--- config.mk ---
export PLATFORM = sky130hd
export DESIGN_NAME = imem_loader_flat
export DESIGN_NICKNAME = d
export VERILOG_FILES = /design/src/rtl/mips16_pkg.sv /design/src/rtl/imem_loader_if.sv /design/src/rtl/imem_loader_timeout.sv /design/src/rtl/imem_loader.sv /design/src/flat_wrapper.sv
export SDC_FILE = /design/constraint.sdc
export NUM_CORES = 1
export LEC_CHECK = 0
export BUFFER_PORTS_ARGS = -buffer_cell sky130_fd_sc_hd__buf_4
export CAP_MARGIN = 15
export CORE_MARGIN = 2
export CORE_UTILIZATION = 53
export DETAILED_ROUTE_END_ITERATION = 8
export HOLD_SLACK_MARGIN = 0.02
export PLACE_DENSITY = 0.72
export SLEW_MARGIN = 25
export SYNTH_ARGS = -nofsm -noshare
export SYNTH_HDL_FRONTEND = slang
export SYNTH_HIERARCHICAL = 1
export SYNTH_SLANG_ARGS = --single-unit
--- constraint.sdc ---
create_clock -name clk -period 3.6 [get_ports clk]
set_input_delay 0.54 -clock clk [delete_from_list [all_inputs] [get_ports clk]]
set_output_delay 0.54 -clock clk [all_outputs]
set_load 0.01 [all_outputs]
--- src/rtl/mips16_pkg.sv ---
// Shared definitions for the MIPS16 boot path.
// SYNC_BYTE marks the start of a loader frame; loader_state_e is the loader FSM encoding.
package mips16_pkg;

    localparam logic [7:0] SYNC_BYTE = 8'hA5;

    typedef enum logic [3:0] {
        ST_IDLE,
        ST_LEN_HI,
        ST_LEN_LO,
        ST_DATA_HI,
        ST_DATA_LO,
        ST_WRITE,
        ST_CSUM,
        ST_DONE,
        ST_ERR
    } loader_state_e;

endpackage

--- src/rtl/imem_loader_if.sv ---
// Byte-stream input and instruction-memory write port of the program loader.
//   rx_data/rx_valid/rx_ready : host byte stream, transfer when valid & ready
//   imem_we/imem_addr/imem_wdata : one-cycle word write into instruction memory
// slave  = loader side, master = host / memory side.
interface imem_loader_if;
    logic [7:0]  rx_data;
    logic        rx_valid;
    logic        rx_ready;
    logic        imem_we;
    logic [15:0] imem_addr;
    logic [15:0] imem_wdata;

    modport master (
        output rx_data, rx_valid,
        input  rx_ready, imem_we, imem_addr, imem_wdata
    );

    modport slave (
        input  rx_data, rx_valid,
        output rx_ready, imem_we, imem_addr, imem_wdata
    );
endinterface

--- src/rtl/imem_loader_timeout.sv ---
// Idle-cycle watchdog for the loader.
//   clk, reset : clock, asynchronous active-high reset
//   clear      : restart the count (byte accepted or loader not inside a frame)
//   enable     : count this cycle if not cleared
//   expired    : this idle cycle is the TIMEOUT_CYC-th since the last clear
module loader_timeout #(
    parameter int TIMEOUT_CYC = 100000
) (
    input  logic clk,
    input  logic reset,
    input  logic clear,
    input  logic enable,
    output logic expired
);
    localparam int CNT_W = $clog2(TIMEOUT_CYC + 1);

    logic [CNT_W-1:0] count;

    // Flagged one count early so the FSM leaves on the edge the count would hit TIMEOUT_CYC.
    assign expired = enable && !clear && (count == CNT_W'(TIMEOUT_CYC - 1));

    always_ff @(posedge clk or posedge reset) begin
        if (reset) begin
            count <= '0;
        end else if (clear) begin
            count <= '0;
        end else if (enable && !expired) begin
            count <= count + 1'b1;
        end
    end
endmodule

--- src/rtl/imem_loader.sv ---
// Boot-time program loader: parses SYNC, LEN_HI, LEN_LO, LEN x (HI, LO), CSUM,
// writes big-endian words to instruction memory from address 0 and releases
// the core's reset once the XOR checksum verifies.
//   clk, reset : clock, asynchronous active-high reset
//   bus        : byte stream in, instruction-memory write out
//   cpu_reset  : held high until a frame verifies
//   done / err : last frame verified / rejected
module imem_loader
    import mips16_pkg::*;
#(
    parameter int MAX_WORDS   = 256,
    parameter int TIMEOUT_CYC = 100000
) (
    input  logic          clk,
    input  logic          reset,
    imem_loader_if.slave  bus,
    output logic          cpu_reset,
    output logic          done,
    output logic          err
);
    loader_state_e state;
    logic [15:0]   len;
    logic [15:0]   index;
    logic [7:0]    len_hi;
    logic [7:0]    data_hi;
    logic [7:0]    csum;

    logic          accept;
    logic          active;
    logic          to_clear;
    logic          to_enable;
    logic          to_expired;
    logic [15:0]   len_rx;
    logic          len_bad;

    assign accept    = bus.rx_valid && bus.rx_ready;
    assign active    = state inside {ST_LEN_HI, ST_LEN_LO, ST_DATA_HI, ST_DATA_LO, ST_WRITE, ST_CSUM};
    // WRITE never accepts a byte, so it neither counts nor clears the watchdog.
    assign to_enable = active && (state != ST_WRITE);
    assign to_clear  = accept || !active;
    assign len_rx    = {len_hi, bus.rx_data};
    assign len_bad   = (len_rx == 16'd0) || ({1'b0, len_rx} > 17'(MAX_WORDS));

    loader_timeout #(
        .TIMEOUT_CYC (TIMEOUT_CYC)
    ) u_timeout (
        .clk     (clk),
        .reset   (reset),
        .clear   (to_clear),
        .enable  (to_enable),
        .expired (to_expired)
    );

    always_ff @(posedge clk or posedge reset) begin
        if (reset) begin
            state          <= ST_IDLE;
            bus.rx_ready   <= 1'b1;
            bus.imem_we    <= 1'b0;
            bus.imem_addr  <= 16'd0;
            bus.imem_wdata <= 16'd0;
            cpu_reset      <= 1'b1;
            done           <= 1'b0;
            err            <= 1'b0;
            len            <= 16'd0;
            index          <= 16'd0;
            len_hi         <= 8'd0;
            data_hi        <= 8'd0;
            csum           <= 8'd0;
        end else begin
            bus.imem_we <= 1'b0;
            if (to_expired) begin
                state <= ST_ERR;
                err   <= 1'b1;
            end else begin
                case (state)
                    ST_IDLE, ST_DONE, ST_ERR: begin
                        if (accept && bus.rx_data == SYNC_BYTE) begin
                            state     <= ST_LEN_HI;
                            csum      <= 8'd0;
                            index     <= 16'd0;
                            done      <= 1'b0;
                            err       <= 1'b0;
                            cpu_reset <= 1'b1;
                        end
                    end
                    ST_LEN_HI: begin
                        if (accept) begin
                            len_hi <= bus.rx_data;
                            csum   <= csum ^ bus.rx_data;
                            state  <= ST_LEN_LO;
                        end
                    end
                    ST_LEN_LO: begin
                        if (accept) begin
                            len  <= len_rx;
                            csum <= csum ^ bus.rx_data;
                            if (len_bad) begin
                                state <= ST_ERR;
                                err   <= 1'b1;
                            end else begin
                                state <= ST_DATA_HI;
                            end
                        end
                    end
                    ST_DATA_HI: begin
                        if (accept) begin
                            data_hi <= bus.rx_data;
                            csum    <= csum ^ bus.rx_data;
                            state   <= ST_DATA_LO;
                        end
                    end
                    ST_DATA_LO: begin
                        // Write strobe and ready drop are registered here so they line up with WRITE.
                        if (accept) begin
                            csum           <= csum ^ bus.rx_data;
                            bus.imem_we    <= 1'b1;
                            bus.imem_addr  <= {index[14:0], 1'b0};
                            bus.imem_wdata <= {data_hi, bus.rx_data};
                            bus.rx_ready   <= 1'b0;
                            state          <= ST_WRITE;
                        end
                    end
                    ST_WRITE: begin
                        bus.rx_ready <= 1'b1;
                        index        <= index + 16'd1;
                        state        <= (index + 16'd1 == len) ? ST_CSUM : ST_DATA_HI;
                    end
                    ST_CSUM: begin
                        if (accept) begin
                            if (bus.rx_data == csum) begin
                                state     <= ST_DONE;
                                done      <= 1'b1;
                                cpu_reset <= 1'b0;
                            end else begin
                                state <= ST_ERR;
                                err   <= 1'b1;
                            end
                        end
                    end
                    default: state <= ST_IDLE;
                endcase
            end
        end
    end
endmodule

--- src/flat_wrapper.sv ---
// flat-port wrapper written by rule: the top's interface ports become plain ports
module imem_loader_flat import mips16_pkg::*;
#(
    parameter int MAX_WORDS   = 256,
    parameter int TIMEOUT_CYC = 100000
)
  (clk, reset, cpu_reset, done, err, bus_rx_data, bus_rx_valid, bus_rx_ready, bus_imem_we, bus_imem_addr, bus_imem_wdata);
  imem_loader_if bus_i ();
  input  logic clk;
  input  logic reset;
  output logic cpu_reset;
  output logic done;
  output logic err;
  input wire logic [$bits(bus_i.rx_data)-1:0] bus_rx_data;
  input wire logic [$bits(bus_i.rx_valid)-1:0] bus_rx_valid;
  output wire logic [$bits(bus_i.rx_ready)-1:0] bus_rx_ready;
  output wire logic [$bits(bus_i.imem_we)-1:0] bus_imem_we;
  output wire logic [$bits(bus_i.imem_addr)-1:0] bus_imem_addr;
  output wire logic [$bits(bus_i.imem_wdata)-1:0] bus_imem_wdata;
  assign bus_i.rx_data = bus_rx_data;
  assign bus_i.rx_valid = bus_rx_valid;
  assign bus_rx_ready = bus_i.rx_ready;
  assign bus_imem_we = bus_i.imem_we;
  assign bus_imem_addr = bus_i.imem_addr;
  assign bus_imem_wdata = bus_i.imem_wdata;
  imem_loader #(.MAX_WORDS(MAX_WORDS), .TIMEOUT_CYC(TIMEOUT_CYC)) u_core (.clk(clk), .reset(reset), .bus(bus_i), .cpu_reset(cpu_reset), .done(done), .err(err));
endmodule
==> key figures, run 1 <==
Setup path
  – Critical Path, Cell by Cell: or3_2, nand3_1, nand2b_1, nand4b_1, nor2_1, nand2b_1, nor2_1, nand2_1, clkinv_1, nand2_1, nand2_1
  – Critical Path RT: 4010 ps
  – Worst Setup End Kind: flop
  – CP Launch Type: flop
  – Slowest cell on crit path: clkinv_1
  – Delay-heaviest family, CP: simple AND/OR/NAND/NOR gates
  – WP buf/inv: 1
  – Crit path kind: reg2reg
  – Top cell by count, worst path: nand2_1
  – Peak per-stage delay on the critical path: 730 ps
  – Worst-path fanout max: 31
  – Worst EP arrival: 3610 ps

Pwr
  – Overall Power: 3020 uW
  – Power density of the placed cells: 437 nW/um^2
  – Leak pwr: 0.00328 uW
  – Maximum vdd drop: 314 uV

Outcome
  – Status: finished, final reports clean

Finish
  – Nets: 672
  – Area growth syn-to-layout: 16.4%
  – Ant diodes: 0
  – Proportion of layout cells with a drive suffix above 1: 0.218

Job
  – Max-Cap Viols: 0

Global routing
  – Largest net degree at the start of global routing: 84
  – Vias in the first global route: 4677
  – First-pass GRT wire length: 23.4 mm
  – Initial antenna violation count: 0
  – Total congestion overflow: 0
  – Total track usage: 0.257

Place
  – Buffers on Ports: 46
  – Routability cong.: 0.901
  – Hpwl dp: 9.23 mm
  – Post-placement setup slack: 413 ps

Worst hold path
  – Hold crit path type: in2async

Timing
  – Fraction of the cycle the final worst path needs: 0.890
  – Final Hold Viols: 0
  – Slew Limit Fails: 0
  – # setup viols final: 0
  – Worst Skew: 7.63 ps
  – Final worst slack: 397 ps
  – Setup Total Neg Slack: 0 ps
  – Crit path time final: 3200 ps
  – Slew HR: 0.376
  – Measured slew at the worst slew-check pin: 931 ps
  – Fmax: 0.312 GHz
  – RSZ-0062 raised after global routing: false

Route
  – DRT antenna net count: 0
  – WL final: 13.9 mm
  – DRT Pass-1 Iters: 5
  – DRC: 0
  – Routed vias/inst: 5.89
  – Routed wire per std cell: 17.2 microns
  – DRT iter0 DRCs: 433
  – Via count: 4776

Clock tree
  – Sink Count: 113
  – CTS Buffer Depth: 2
  – TritonCTS Buffers: 17
  – Clock-pin slew of the registers on the worst-case setup and hold paths: 60 ps
  – Post_cts resized: 0
  – Clock latency on the worst-skew pair: 530 ps
  – CTS Hold Buffers Added: 0
  – H-Tree Depth: 4
  – CTS root buf: clkbuf_8
  – CTS tree: done
  – Post-CTS Repair Setup Buffers: 0

Yosys
  – Synth Instances: 622
  – Synth Register Bits: 113
  – Post-synthesis sequential area ratio: 0.476
  – Post-synth ARST share: 1.00
  – Syn Nets: 635
  – Yosys Warn Count: 6
  – Netlist cell types: 77
  – Area of the mapped netlist: 5950 sq um
  – Post-Syn Area per Cell: 9.56 sq um
  – Synth Flop Type: dfrtp_1
  – Number of enable flip-flop cells after synthesis: 0

Floorplan
  – Area of the core: 10900 sq um
  – Die area: 12100 sq um
  – Die H: 110 microns
  – I/O pins: 48
  – Chip Width: 110 microns
  – Row count: 38
  – Starting density of the core: 0.546
-- metal layers --
layer / wire length, microns / vias to the layer above / track usage
met2: 6390 / 165 / 0.381
met1: 6360 / 2316 / 0.358
met5: 0 / - / 0
met4: 316 / 0 / 0.117
met3: 877 / 29 / 0.0587
li1: - / 2266 / -
-- power breakdown --
part	internal [uW]	switching, uW	total (uW)
combinational	14.1	43.7	57.8
clock	1120	572	1690
sequential	1270	0	1270
total	2410	616	3020
-- Yosys cell counts (3+ instances only) --
cell type | number | area, sq um
a21oi_1 | 22 | 110
a31oi_1 | 3 | 18.8
and2_1 | 3 | 18.8
and3_1 | 4 | 25.0
and4_1 | 5 | 43.8
buf_2 | 10 | 50.1
buf_4 | 5 | 37.5
buf_6 | 6 | 67.6
clkbuf_1 | 14 | 52.6
dfrtp_1 | 111 | 2780
inv_1 | 11 | 41.3
mux2_2 | 33 | 372
mux2i_1 | 3 | 30.0
nand2_1 | 129 | 484
nand2b_1 | 11 | 68.8
nand3_1 | 18 | 90.1
nand4_1 | 14 | 87.6
nor2_1 | 30 | 113
nor2b_1 | 7 | 43.8
nor3_1 | 12 | 60.1
nor4_1 | 5 | 31.3
o211ai_1 | 3 | 22.5
o21ai_0 | 44 | 220
o21ai_1 | 6 | 30.0
o31ai_1 | 7 | 52.6
or4_1 | 4 | 30.0
xnor2_1 | 22 | 193
xor2_1 | 10 | 87.6
-- layout by cell type, fill, tap and decap left out, types with 3 or more instances in the layout --
cell type and count:
or4_1 4, mux2i_1 3, inv_1 9, nand4_1 14
clkbuf_8 5, o21ai_0 44, nand2_1 129, and4_1 5
mux2_2 33, clkbuf_16 16, bufinv_16 3, xnor2_1 22
xor2_1 10, dfrtp_1 111, clkinv_2 3, nor3_1 12
o211ai_1 3, buf_4 54, o21ai_1 6, and3_1 4
nand2b_1 11, nor2b_1 7, and2_1 3, o31ai_1 7
a21oi_1 22, a31oi_1 3, nor2_1 30, nor4_1 5
nand3_1 18
-- logic make-up (layout without fill, tap and decap cells) --
| group | after synthesis | in the layout | share of synthesized area |
|---|---|---|---|
| flops | 113 | 113 | 0.476 |
| xor+xnor | 32 | 32 | 0.0471 |
| buf+inv | 48 | 97 | 0.0433 |
| compound gates | 112 | 112 | 0.118 |
| other cells | 1 | 1 | 0.000630 |
| simple gates | 278 | 278 | 0.243 |
| fa+ha+maj | 2 | 2 | 0.00421 |
| mux | 36 | 36 | 0.0675 |
-- registers in the layout, summed over array words and instances (netlist names) --
register and count:
u_core/len_hi 8, u_core/bus.imem_we 1, u_core/bus.imem_addr 15, u_core/u_timeout/count 17
u_core/state 4, u_core/csum 8, u_core/bus.imem_wdata 16, u_core/bus.rx_ready 1
u_core/done 1, u_core/cpu_reset 1, u_core/err 1, u_core/len 16
u_core/data_hi 8, u_core/index 16
-- final timing paths --
check | start | end | slack, ps | depth (start not counted)
min reg2reg | u_core/data_hi[3] | u_core/bus.imem_wdata[11] | 460 | 2
max reg2reg | u_core/state[2] | u_core/bus.imem_wdata[8] | 400 | 11
min in group clk | bus_rx_data[6] | u_core/bus.imem_wdata[6] | 290 | 3
max in group asynchronous | reset | u_core/bus.imem_addr[5] | 2740 | 3
min | reset | u_core/u_timeout/count[11] | 140 | 2
max | u_core/state[2] | u_core/bus.imem_wdata[8] | 400 | 11
-- metrics by stage --
step | instances | cell area, sq um | utilization | hold slack [ps]
4_1_cts | 811 | 6920 | 0.636 | 140
2_1_floorplan | 622 | 5950 | - | 433
3_5_place_dp | 780 | 6320 | 0.580 | 465
5_1_grt | 811 | 6920 | 0.636 | 184
3_3_place_gp | 780 | 6320 | 0.580 | 441
6_report | 811 | 6920 | 0.636 | 142
-- layout make-up --
| class | count | area [sq um] |
|---|---|---|
| repair buffers | 54 | 405 |
| inverters | 12 | 50.0 |
| clock buffers | 22 | 473 |
| clock inverters | 9 | 129 |
| multi-input cells | 461 | 2860 |
| fillers | 884 | 3970 |
| well taps | 140 | 175 |
| flip-flops and latches | 113 | 2830 |
(Power assumes the default switching activity.)
==> inputs of run 2 (changes only) <==
- ABC_AREA: default -> 1
- ABC_CLOCK_PERIOD_IN_PS: default -> 3600
- CORE_MARGIN: 2 -> 10
==> key figures, run 2 <==
Yosys
  – Netlist cell types: 42
  – Synth Instances: 769
  – Post-synthesis adder-cell area fraction: 0.00424
  – Synth Area in XOR/XNOR: 0.0275
  – Post-synth ARST share: 1.00
  – Most frequent cell after synthesis: nand2_1
  – Largest family of logic cells by synthesized area: simple AND/OR/NAND/NOR gates
  – Post-synthesis compound-gate area fraction: 0.0932
  – Syn Nets: 782
  – Synth area leader: dfrtp_1
  – Top cell type's share of synthesized area: 0.470
  – Post-synthesis sequential area ratio: 0.479
  – Synth Flop Type: dfrtp_1
  – Yosys Warn Count: 6
  – Mux contribution to synthesized area: 0.00191
  – Synth Register Bits: 113
  – Synth top cells by count: nand2_1 (253), dfrtp_1 (111), o21ai_0 (71), inv_1 (70), nor2_1 (64)
  – Synth area leaders: dfrtp_1 (47%), nand2_1 (16%), o21ai_0 (6.0%), nand3_1 (5.3%), inv_1 (4.4%)
  – Synth Area in Simple Gates: 0.331
  – Number of enable flip-flop cells after synthesis: 0
  – Area of the mapped netlist: 5910 sq um
  – Post-Syn Area per Cell: 7.68 sq um

Finish
  – Most frequent cells in the layout: nand2_1 (253), dfrtp_1 (111), o21ai_0 (71), inv_1 (69), nor2_1 (64)
  – Layout Cells excl Fill: 977
  – Max reg flops: 17
  – Proportion of layout cells with a drive suffix above 1: 0.152
  – Commonest non-fill, non-tap cell in the layout: nand2_1
  – Area growth syn-to-layout: 18.5%
  – Biggest register: u_core/u_timeout/count
  – Nets: 837
  – Ant diodes: 0

Route
  – WL final: 14.4 mm
  – DRT iter0 DRCs: 451
  – Via count: 5250
  – Routed wire per std cell: 14.7 microns
  – DRT Pass-1 Iters: 5
  – Routed vias/inst: 5.37
  – DRT antenna net count: 0
  – DRC: 0

Place
  – Routability cong.: 0.912
  – Placed instance count: 945
  – Buffers on Ports: 46
  – Hpwl dp: 10.4 mm

Floorplan
  – Chip Width: 126 microns
  – Area of the core: 10900 sq um
  – Die H: 126 microns
  – Row count: 38
  – I/O pins: 48
  – Die area: 15800 sq um
  – Starting density of the core: 0.543

Setup path
  – CP Launch Point: u_core/state[3]
  – Reg2Reg Depth: 19
  – CP Launch Type: flop
  – Reg2reg start: u_core/state[3]
  – Worst-path fanout max: 9
  – Critical path endpoint: u_core/bus.imem_wdata[8]
  – Crit path kind: reg2reg
  – Reg2reg end: u_core/bus.imem_wdata[8]
  – Reg-to-reg slack, setup: 480 ps
  – Critical Path RT: 4010 ps
  – Worst Setup End Kind: flop
  – Worst EP arrival: 3530 ps

Clock tree
  – Post-CTS Repair Setup Buffers: 0
  – CTS Hold Buffers Added: 0
  – TritonCTS Buffers: 17
  – Sink Count: 113
  – Clock latency on the worst-skew pair: 530 ps
  – CTS Buffer Depth: 2
  – CTS tree: done
  – Post_cts resized: 0
  – CTS root buf: clkbuf_8
  – H-Tree Depth: 4
  – Clock-pin slew of the registers on the worst-case setup and hold paths: 60 ps

Worst hold path
  – Hold crit path type: in2async

Global routing
  – Initial antenna violation count: 0
  – Total congestion overflow: 0
  – Total track usage: 0.188
  – Vias in the first global route: 4979
  – Met1 GRT Util: 0.244
  – Largest net degree at the start of global routing: 55
  – Met2 Use GR: 0.294
  – First-pass GRT wire length: 24.7 mm
  – GR peak layer: met2
  – Met3 Track Usage GR: 0.0422

Outcome
  – Status: finished, final reports clean

Job
  – Max-Cap Viols: 0

Timing
  – Final Hold Viols: 0
  – Fmax: 0.321 GHz
  – # setup viols final: 0
  – Worst Skew: 8.58 ps
  – Setup Total Neg Slack: 0 ps
  – Fraction of the cycle the final worst path needs: 0.866
  – Measured slew at the worst slew-check pin: 694 ps
  – Crit path time final: 3120 ps
  – Slew Limit Fails: 0
  – Slew HR: 0.537
  – RSZ-0062 raised after global routing: false
  – Hold_ws: 125 ps

Pwr
  – Maximum vdd drop: 590 uV
  – Overall Power: 5670 uW
  – Power density of the placed cells: 810 nW/um^2
  – Leak pwr: 0.00347 uW
run 2: cell count changes in the layout (fill, tap and decap cells not counted), moves of 14 or more:
cell,previous run,this run
nand2_1,129,253
inv_1,9,69
nand3_1,18,62
nor2_1,30,64
mux2_2,33,1
o21ai_0,44,71
a21oi_1,22,5
xnor2_1,22,8
run 2: routing by layer:
layer,part of all wire,wire length [microns]
met1,0.46,6600
met3,0.049,700
met2,0.47,6780
met4,0.023,330
met5,0,0
run 2: where the power goes:
group	leakage, uW	switching, uW	internal [uW]
combinational	0.00172	1310	725
clock	0.000278	575	1060
sequential	0.00147	314	1690
run 2: final cells by class:
class	count	area [sq um]
fill	969	3890
sequential	113	2830
multi-input combinational	562	2710
clock buffer	24	480
timing repair buffer	54	418
inverter	76	288
tap	140	175
clock inverter	8	101
run 2: kinds of logic after synthesis:
family | after synthesis
buffers and inverters | 94
adder cells (fa/ha/maj) | 2
multiplexers | 1
flip-flops | 113
other | 1
AND/OR/NAND/NOR | 442
XOR/XNOR | 17
AO/OA/AOI/OAI | 99
run 2: through the flow:
step,setup WS (ps),util,area [sq um]
6_report,483,0.643,7000
3_5_place_dp,508,0.589,6420
5_1_grt,75.1,0.643,7000
4_1_cts,512,0.643,7000
3_3_place_gp,587,0.589,6420
2_1_floorplan,558,-,5910
run 2: worst max-delay path, cell delays in order, from the launching register on:
cell,delay [ps]
dfrtp_1,380
inv_1,150
nand2_1,90
nor2_1,160
nand2_1,90
inv_1,150
nor2_2,70
nand2_1,180
o21ai_0,160
inv_2,80
nand2_1,50
nor2_1,140
nand3_2,110
nor2_1,110
buf_4,190
nor2_2,90
nand2_1,300
clkinv_1,320
nand2_1,120
nand2_1,70
run 2: how the worst min path moves through the flow:
stage | startpoint | to | slack [ps] | cells after the start
6_report | reset | u_core/bus.imem_addr[14] | 130 | 2
5_1_grt | reset | u_core/bus.imem_addr[14] | 180 | 2
4_1_cts | reset | u_core/bus.imem_addr[14] | 140 | 2
3_5_place_dp | u_core/data_hi[1] | u_core/bus.imem_wdata[9] | 460 | 2
3_3_place_gp | u_core/data_hi[6] | u_core/bus.imem_wdata[14] | 450 | 2
2_1_floorplan | u_core/data_hi[2] | u_core/bus.imem_wdata[10] | 440 | 2
